$ cat src/rtl/ppe_arb_pkg.sv
// Shared types, defaults and helpers for the PPE transaction arbiter.
package ppe_arb_pkg;

   localparam int DEF_NUM_REQ   = 4;
   localparam int DEF_ADDR_W    = 16;
   localparam int DEF_DATA_W    = 32;
   localparam int DEF_MAX_BEATS = 16;

   typedef enum logic {
      IDLE = 1'b0,
      XFER = 1'b1
   } arb_state_e;

   // Index width for n requesters, never narrower than one bit.
   function automatic int id_w(input int n);
      return (n <= 2) ? 1 : $clog2(n);
   endfunction

endpackage

$ cat src/rtl/ppe_rr_picker.sv
// Combinational round-robin picker: nearest requester above last_id, wrapping.
module ppe_rr_picker
   import ppe_arb_pkg::*;
#(
   parameter int NUM_REQ = DEF_NUM_REQ
) (
   input  logic [NUM_REQ-1:0]           req,
   input  logic [id_w(NUM_REQ)-1:0]     last_id,
   output logic                         found,
   output logic [id_w(NUM_REQ)-1:0]     id
);

   localparam int IW = id_w(NUM_REQ);

   logic [IW-1:0]          start;
   logic [2*NUM_REQ-1:0]   req_dbl;
   logic [NUM_REQ-1:0]     req_rot;
   logic [IW-1:0]          enc;
   logic [IW:0]            id_sum;

   // Search starts one past the previous winner, wrapping at NUM_REQ.
   assign start   = (last_id == IW'(NUM_REQ - 1)) ? '0 : last_id + 1'b1;
   assign req_dbl = {req, req};
   assign found   = |req;

   // Rotate so that the first candidate sits at bit 0.
   for (genvar gi = 0; gi < NUM_REQ; gi++) begin : g_rot
      assign req_rot[gi] = req_dbl[gi + int'(start)];
   end

   // Lowest set bit of the rotated vector is the nearest requester.
   always_comb begin
      enc = '0;
      for (int i = NUM_REQ - 1; i >= 0; i--) begin
         if (req_rot[i]) enc = IW'(i);
      end
   end

   // Undo the rotation modulo NUM_REQ.
   assign id_sum = {1'b0, start} + {1'b0, enc};
   assign id     = (id_sum >= (IW+1)'(NUM_REQ)) ? IW'(id_sum - (IW+1)'(NUM_REQ))
                                                : id_sum[IW-1:0];

endmodule

$ cat src/rtl/ppe_tx_arbiter.sv
// Round-robin burst arbiter sharing the PPE slave port among NUM_REQ masters.
// A grant is held from the first beat through the last beat of a burst.
module ppe_tx_arbiter
   import ppe_arb_pkg::*;
#(
   parameter int NUM_REQ   = DEF_NUM_REQ,
   parameter int ADDR_W    = DEF_ADDR_W,
   parameter int DATA_W    = DEF_DATA_W,
   parameter int MAX_BEATS = DEF_MAX_BEATS
) (
   input  logic                          clk,
   input  logic                          rst,
   input  logic [NUM_REQ-1:0]            m_valid,
   input  logic [NUM_REQ-1:0]            m_last,
   input  logic [NUM_REQ*ADDR_W-1:0]     m_addr,
   input  logic [NUM_REQ*DATA_W-1:0]     m_data,
   output logic [NUM_REQ-1:0]            m_ready,
   output logic                          s_valid,
   output logic                          s_last,
   output logic [ADDR_W-1:0]             s_addr,
   output logic [DATA_W-1:0]             s_data,
   output logic [id_w(NUM_REQ)-1:0]      s_id,
   input  logic                          s_ready,
   output logic [NUM_REQ-1:0]            grant,
   output logic                          busy,
   output logic                          burst_err
);

   localparam int IW = id_w(NUM_REQ);
   localparam int CW = $clog2(MAX_BEATS + 1);

   arb_state_e          state_q, state_d;
   logic [NUM_REQ-1:0]  grant_q, grant_d;
   logic [IW-1:0]       id_q, id_d;
   logic [IW-1:0]       last_id_q, last_id_d;
   logic [CW-1:0]       beat_cnt_q, beat_cnt_d;
   logic                burst_err_q, burst_err_d;
   logic                busy_q, busy_d;

   logic                pick_found;
   logic [IW-1:0]       pick_id;
   logic                in_xfer;
   logic                hs;
   logic [ADDR_W-1:0]   addr_arr [NUM_REQ];
   logic [DATA_W-1:0]   data_arr [NUM_REQ];

   ppe_rr_picker #(
      .NUM_REQ (NUM_REQ)
   ) u_picker (
      .req     (m_valid),
      .last_id (last_id_q),
      .found   (pick_found),
      .id      (pick_id)
   );

   // Unpack per-master slices and steer s_ready back to the granted master only.
   for (genvar gi = 0; gi < NUM_REQ; gi++) begin : g_mst
      assign addr_arr[gi] = m_addr[gi*ADDR_W +: ADDR_W];
      assign data_arr[gi] = m_data[gi*DATA_W +: DATA_W];
      assign m_ready[gi]  = grant_q[gi] & s_ready;
   end

   // Slave side is a zero-latency pass-through of the granted master.
   assign in_xfer   = (state_q == XFER);
   assign s_valid   = in_xfer & m_valid[id_q];
   assign s_last    = in_xfer & m_last[id_q];
   assign s_addr    = addr_arr[id_q];
   assign s_data    = data_arr[id_q];
   assign hs        = s_valid & s_ready;
   assign s_id      = id_q;
   assign grant     = grant_q;
   assign busy      = busy_q;
   assign burst_err = burst_err_q;

   // Next-state: grant on request in IDLE, release on the last handshake.
   always_comb begin
      state_d     = state_q;
      grant_d     = grant_q;
      id_d        = id_q;
      last_id_d   = last_id_q;
      beat_cnt_d  = beat_cnt_q;
      burst_err_d = 1'b0;
      case (state_q)
         IDLE: begin
            if (pick_found) begin
               state_d    = XFER;
               grant_d    = NUM_REQ'(1) << pick_id;
               id_d       = pick_id;
               beat_cnt_d = '0;
            end
         end
         XFER: begin
            if (hs) begin
               if (s_last) begin
                  state_d    = IDLE;
                  grant_d    = '0;
                  last_id_d  = id_q;
                  beat_cnt_d = '0;
               end else begin
                  // Overlong bursts are flagged once, then the count saturates.
                  if (beat_cnt_q == CW'(MAX_BEATS - 1)) burst_err_d = 1'b1;
                  if (beat_cnt_q != CW'(MAX_BEATS))     beat_cnt_d  = beat_cnt_q + 1'b1;
               end
            end
         end
         default: state_d = IDLE;
      endcase
      busy_d = (state_d == XFER);
   end

   // State registers; reset drops any burst in flight immediately.
   always_ff @(posedge clk or negedge rst) begin
      if (!rst) begin
         state_q     <= IDLE;
         grant_q     <= '0;
         id_q        <= '0;
         last_id_q   <= IW'(NUM_REQ - 1);
         beat_cnt_q  <= '0;
         burst_err_q <= 1'b0;
         busy_q      <= 1'b0;
      end else begin
         state_q     <= state_d;
         grant_q     <= grant_d;
         id_q        <= id_d;
         last_id_q   <= last_id_d;
         beat_cnt_q  <= beat_cnt_d;
         burst_err_q <= burst_err_d;
         busy_q      <= busy_d;
      end
   end

endmodule

$ cat config.mk
export PLATFORM = sky130hd
export DESIGN_NAME = ppe_tx_arbiter
export DESIGN_NICKNAME = d
export VERILOG_FILES = /design/src/rtl/ppe_arb_pkg.sv /design/src/rtl/ppe_rr_picker.sv /design/src/rtl/ppe_tx_arbiter.sv
export SDC_FILE = /design/constraint.sdc
export NUM_CORES = 1
export LEC_CHECK = 0
export ABC_AREA = 1
export CORE_AREA = 2 2 102 104
export CTS_CLUSTER_DIAMETER = 150
export CTS_CLUSTER_SIZE = 24
export DETAILED_ROUTE_END_ITERATION = 6
export DIE_AREA = 0 0 104 106
export DONT_BUFFER_PORTS = 1
export MAX_ROUTING_LAYER = met4
export PLACE_DENSITY = 0.5
export SLEW_MARGIN = 20
export SYNTH_ARGS = -nofsm -noshare
export SYNTH_HDL_FRONTEND = slang
export SYNTH_SLANG_ARGS = --single-unit
$ cat constraint.sdc
create_clock -name clk -period 3.4 [get_ports clk]
set_input_delay 0.34 -clock clk [delete_from_list [all_inputs] [get_ports clk]]
set_output_delay 0.34 -clock clk [all_outputs]
set_load 0.01 [all_outputs]
Word level (Yosys, flattened, before mapping)
Index checks and enable logic that the tools add are counted.

storage, ports and cells
  register bits after elaboration = 15
  bits of input ports = 203
  output and inout port bits = 62
  logic and storage cells = 86

cells by class
  $add $sub $neg = 7
  $lt $le $gt $ge = 7
  equal/unequal tests = 7
  shifts and indexed selects = 1
  muxes and demuxes = 44
  bitwise logic cells = 9
  reduce and logical (&&, ||, !) cells = 5

operator list
  cell                                                                   number
  32-bit by 5-bit < comparator with 1-bit output, second input constant  3
  32-bit binary-select mux with 2-bit select                             1
  32-bit two-way mux                                                     2
  16-bit binary-select mux with 2-bit select                             1
  16-bit two-way mux                                                     2
  5-bit two-way mux                                                      4
  1-bit two-way mux                                                      16
  2-bit two-way mux                                                      6
  4-bit two-way mux                                                      3
  5-bit one-hot mux with 2 select lines                                  1
  1-bit binary-select mux with 3-bit select                              3
  3-bit AND reduction                                                    3
  4-bit one-hot mux with 2 select lines                                  1
  1-bit AND                                                              7
  2-bit by 2-bit adder with 3-bit output, first input constant           2
  1-bit binary-select mux with 2-bit select                              3
  3-bit greater-or-equal comparator, second input constant               2
  5-bit by 1-bit adder with 5-bit output, second input constant          1
  5-bit by 4-bit == test with 1-bit output, second input constant        1
  5-bit != test, second input constant                                   1
  2-bit by 4-bit < comparator with 1-bit output, second input constant   1
  2-bit != test, second input constant                                   2
  4-bit OR reduction                                                     1
  1-bit by 2-bit left shift with 4-bit output, first input constant      1
  other kinds (12)                                                       12

Longest topological paths before layout
  word-level depth = 16
  depth in mapped cells = 16
  depth with buffers taken out = 16

Hierarchy
Synthesis repeated with hierarchy kept, for this count alone.

second synthesis, totals
  cells, all modules = 465
  area total of the unflattened synthesis = 2521.2 µm²

modules (own cells, without submodules)
  module          instances  cells each  area an instance (µm²)  seq. area each (µm²)
  ppe_tx_arbiter  1          394         2175.8                  377.9
  ppe_rr_picker   1          71          345.3                   0.0

Least setup slack after synthesis
OpenSTA, ideal clock, no wires.

  kind = register to register
  start point = register last_id_q[0]
  end point = register grant_q[2], in the netlist grant[2]
  library setup time = 0.117 ns
  data arrival time = 2.152 ns
  required time = 3.283 ns
  slack = 1.132 ns
  stages on the path, launching flop included = 17
  path buffers = 0
  clock period less this slack = 2.268 ns
  path through = dfstp_2 -> inv_2 -> ha_1 -> inv_1 -> nand2_1 -> nand2_1 -> nand2_1 -> nand2_1 -> a21oi_1 -> nor2_1 -> ha_1 -> xnor2_1 -> inv_1 -> nand2_2 -> nand2_2 -> nand2_1 -> nand2_1

between the ends
  word-level cells in the longest chain between the ends = 16
  elaborated cells between the ends (all ways) = 28
  classes of those cells = add/sub: 6; order compare: 1; eq/ne: 1; shift: 1; mux: 19

ends and longest elaborated chain
  item                                                                                              RTL line               source
  from (decl)                                                                                       ppe_tx_arbiter.sv:35   logic [IW-1:0] last_id_q, last_id_d;
  from (signal assigned)                                                                            ppe_tx_arbiter.sv:117  last_id_q <= IW'(NUM_REQ - 1);
  from (signal assigned)                                                                            ppe_tx_arbiter.sv:125  last_id_q <= last_id_d;
  2-bit by 1-bit adder with 2-bit output or 2-bit == test (tied branches)                           ppe_rr_picker.sv:22    assign start = (last_id == IW'(NUM_REQ - 1)) ? '0 : last_id + 1'b1;
  2-bit two-way mux (*)                                                                             ppe_rr_picker.sv:22
  2-bit by 2-bit adder with 3-bit output                                                            ppe_rr_picker.sv:28    assign req_rot[gi] = req_dbl[gi + int'(start)];
  1-bit binary-select mux with 3-bit select                                                         ppe_rr_picker.sv:28
  1-bit two-way mux (not written as such) (2 in a row)                                              ppe_rr_picker.sv:28
  2-bit two-way mux (4 in a row)                                                                    ppe_rr_picker.sv:35    if (req_rot[i]) enc = IW'(i);
  2-bit by 2-bit adder with 3-bit output (*)                                                        ppe_rr_picker.sv:40    assign id_sum = {1'b0, start} + {1'b0, enc};
  3-bit greater-or-equal comparator or 2-bit by 1-bit subtractor with 2-bit output (tied branches)  ppe_rr_picker.sv:41    assign id = (id_sum >= (IW+1)'(NUM_REQ)) ? IW'(id_sum - (IW+1)'(NUM_REQ))
  2-bit two-way mux (*)                                                                             ppe_rr_picker.sv:41
  1-bit by 2-bit left shift with 4-bit output (*)                                                   ppe_tx_arbiter.sv:87   grant_d = NUM_REQ'(1) << pick_id;
  4-bit two-way mux (*)                                                                             ppe_tx_arbiter.sv:85   if (pick_found) begin
  4-bit one-hot mux with 2 select lines (*)                                                         ppe_tx_arbiter.sv:83   case (state_q)
  to (signal assigned)                                                                              ppe_tx_arbiter.sv:123  grant_q <= grant_d;
  to (decl)                                                                                         ppe_tx_arbiter.sv:33   logic [NUM_REQ-1:0] grant_q, grant_d;

Mark *: on every way between the ends. The rest lies on a longest branch, timed or not. The select of a mux whose other input is x is not followed.
A chain may end at the register's enable or synchronous reset.

Final worst setup path
  start point = register id_q[0], in the netlist s_id[0]
  end point = output port s_data[6]

between the ends
  word-level cells in the longest chain between the ends = 4

ends and longest elaborated chain
  item                                                    RTL line               source
  from (decl)                                             ppe_tx_arbiter.sv:34   logic [IW-1:0] id_q, id_d;
  from (signal assigned)                                  ppe_tx_arbiter.sv:124  id_q <= id_d;
  2-bit inverter with 3-bit output (not written as such)  ppe_tx_arbiter.sv:68   assign s_data = data_arr[id_q];
  32-bit binary-select mux with 2-bit select              ppe_tx_arbiter.sv:68
  32-bit two-way mux (not written as such) (2 in a row)   ppe_tx_arbiter.sv:68
  to (decl)                                               ppe_tx_arbiter.sv:21   output logic [DATA_W-1:0] s_data,

Every way passes these cells. The select of a mux whose other input is x is not followed.

==> flow_summary.yaml <==
yosys:
  ys.flop_type: "dfrtp_1"
  ys.warnings.count: 0
  synth_seq_cells: 15
  ys_types: 28
  ys_async_sr_fraction_pct: 100
  synthTopCellsByArea: "o21ai_0 (19%), nor2_1 (17%), dfrtp_1 (13%), o22ai_1 (12%), nand2_1 (9.0%)"
  synth_edf_count: 0
  synth_area_per_cell_um2: 5.63
  synth_top_area_share_pct: 19.4
  syn_nets: 646
  synth_top_area_cell: "o21ai_0"
  ys_seq_area_share_pct: 15.4
  syn_area_um2: 2450
  syn-instance-count: 436
sta:
  rsz0062_at_grt: "no"
  max_slew_margin_pct: 49.0
  hold-worst-slack_ns: 0.272
  max_freq_mhz: 392
  period_share_pct: 75.0
  worstMarginPinSlew_ns: 0.765
  report.final.slew_viol_count: 0
  tns_ns: 0
  clock-skew-final_ns: 0.000967
  setup_viol: 0
  fin_crit_ns: 2.55
  hold_violations: 0
routing:
  wire_per_inst_um: 16.7
  drc: 0
  drt_iter0_markers: 270
  vias_per_cell: 5.53
  dr_total_vias: 3037
  ant_nets: 0
  dr.pass1.iters: 5
  wl_mm: 9.16
grt:
  grt_pass1_vias: 2711
  grt_pass1_wl_mm: 13.6
  antenna_found_initial: 1
  grt_max_degree: 58
  grt_usage_pct: 15.5
  overflow: 0
clock_network:
  cts_tree: "done"
  root_buffer: "clkbuf_8"
  cts.sinks: 15
  numCtsBuffers: 3
  cts.path.max_buffers: 2
  insertion_delay_ns: 0.25
  clk_pin_slew_ns: 0.07
  cts_setup_buffers: 0
  cts_max_level: 1
floorplanning:
  initial_core_util_pct: 24.5
  die_h_um: 106
  die_w_um: 104
  core_um2: 10000
  rows: 37
  io_pins: 265
  dieArea_um2: 11000
min_path:
  hp-class: "primary input to register"
  hold_depth: 2
cells_and_area:
  finalNetCount: 623
  drive_gt1_share_pct: 9.47
  syn2layout_area_growth_pct: 4.99
  multi_input_area_um2: 1850
  fin_area_um2: 2580
  seq_area_um2: 383
  fin_util_pct: 25.8
  fillCellCount: 1116
pwr:
  vdd_ir_drop_max_v: 0.000384
  p_leak_nw: 1.04
  swShare_pct: 64.2
  power_density_nw_per_um2: 1050
  combPwrFrac_pct: 80.0
  p_int_uw: 966
  p_seq_share_pct: 14.5
  switching_power_mw: 1.73
  p_clk_share_pct: 5.5
setup_path:
  crit_type: "register to primary output"
  crit_slowest_cell: "dfrtp_4"
  cp.depth: 4
  reg2reg_depth: 16
  cp_max_fo: 51
  worstPathArrival_ns: 2.21
  cp-start-kind: "register"
  cpPeakStageDelay_ns: 0.66
  crit_family: "buffers and inverters"
  crit_chain: "inv_2, buf_12, o21ai_0, o22ai_1"
  crit_path_end_kind: "primary output"
  critical_path_required_ns: 3.06
  cp_num_buf_inv: 2
flow_run:
  drv_cap: 0
placement:
  hpwl_mm: 7.10
  gp_congestion: 0.845
  post_dp_cell_area_um2: 2520
  port_buffers: 0
run_status:
  status: "complete, no violations"
-- layout by cell type (no fill, tap or decap), types with 2 or more instances in the layout --
| cell | netlist | layout |
|---|---|---|
| nor2_1 | 109 | 109 |
| o21ai_0 | 95 | 95 |
| nand2_1 | 59 | 59 |
| o22ai_1 | 48 | 48 |
| inv_1 | 17 | 17 |
| dfrtp_1 | 13 | 11 |
| nand3_1 | 10 | 10 |
| nand2_2 | 8 | 8 |
| ha_1 | 7 | 7 |
| o21ai_1 | 6 | 6 |
| nand3_2 | 5 | 5 |
| inv_2 | 3 | 3 |
| a21oi_1 | 3 | 3 |
| nor2_2 | 3 | 3 |
| nand2_4 | 3 | 3 |
| nand4_1 | 3 | 3 |
| clkbuf_8 | 0 | 3 |
| buf_4 | 0 | 3 |
| nor2_4 | 2 | 2 |
| nand3b_1 | 2 | 2 |
| dfstp_2 | 2 | 2 |
-- kinds of logic after synthesis --
kind of cell,after synthesis,synth area share (%)
AND/OR/NAND/NOR,207,37.6
AO/OA/AOI/OAI,153,33.8
buffers and inverters,53,9.33
flip-flops,15,15.4
adder cells (fa/ha/maj),7,3.57
XOR/XNOR,1,0.357
-- synthesized netlist by cell type, types with 2 or more instances --
| cell type | instances |
|---|---|
| a21oi_1 | 3 |
| inv_1 | 17 |
| nand2_1 | 59 |
| nand3b_1 | 2 |
| inv_2 | 3 |
| nor2_1 | 109 |
| nand3_1 | 10 |
| clkbuf_1 | 19 |
| ha_1 | 7 |
| o22ai_1 | 48 |
| nor2_2 | 3 |
| nand4_1 | 3 |
| buf_2 | 11 |
| dfrtp_1 | 13 |
| nand2_2 | 8 |
| o21ai_0 | 95 |
| dfstp_2 | 2 |
| nor2_4 | 2 |
| nand2_4 | 3 |
| nand3_2 | 5 |
| o21ai_1 | 6 |
| buf_6 | 2 |
-- final timing paths --
check | from | endpoint | slack, ns
min in group asynchronous | rst | burst_err | 0.59
setup reg to reg | last_id_q[0] | grant[2] | 0.94
hold / removal | s_ready | burst_err | 0.27
max in group asynchronous | rst | s_id[0] | 2.27
hold reg to reg | beat_cnt_q[4] | beat_cnt_q[4] | 0.49
setup / recovery | s_id[0] | s_data[6] | 0.85
-- power groups by stage --
stage / clock network, mW / registers, mW / logic (mW)
finish: 0.148 / 0.392 / 2.16
global route: 0.168 / 0.407 / 2.41
CTS: 0.155 / 0.390 / 2.16
detailed placement: 0 / 0.393 / 2.15
global placement: 0 / 0.389 / 2.11
floorplan: 0 / 0.315 / 1.86
-- area by class of cell --
| type | count | share of cell area (%) |
|---|---|---|
| flip-flops and latches | 15 | 14.9 |
| clock buffers | 3 | 1.60 |
| inverters | 20 | 2.91 |
| clock inverters | 1 | 0.194 |
| diodes | 1 | 0.0971 |
| well taps | 136 | 6.60 |
| repair buffers | 5 | 2.04 |
| multi-input cells | 368 | 71.7 |
-- flip-flops by register name (all words and copies together), names as in the netlist --
| name | flops |
|---|---|
| busy | 1 |
| beat_cnt_q | 5 |
| last_id_q | 2 |
| burst_err | 1 |
| s_id | 2 |
| grant | 4 |
-- stage by stage --
step / worst slack (ns) / cells / total power [mW]
6_report: 0.850 / 549 / 2.70
5_1_grt: 0.639 / 549 / 2.98
4_1_cts: 0.841 / 548 / 2.71
3_5_place_dp: 0.937 / 543 / 2.54
3_3_place_gp: 1.00 / 543 / 2.50
2_1_floorplan: 1.13 / 436 / 2.17
-- timing repair --
item	4_1_cts	5_1_grt
gates resized for setup	0	0
hold buffers	1	0
endpoints found under the hold margin	15	0
setup endpoints to repair	0	0
-- metal layers --
layer	vias up	GRT usage [%]	share of wire, %
met3	16	3.49	9.6
li1	1440	-	-
met2	196	26.4	47
met5	-	-	0
met1	1385	18.2	40
met4	0	5.12	2.5
No activity file was read; power rests on OpenSTA's default activity.
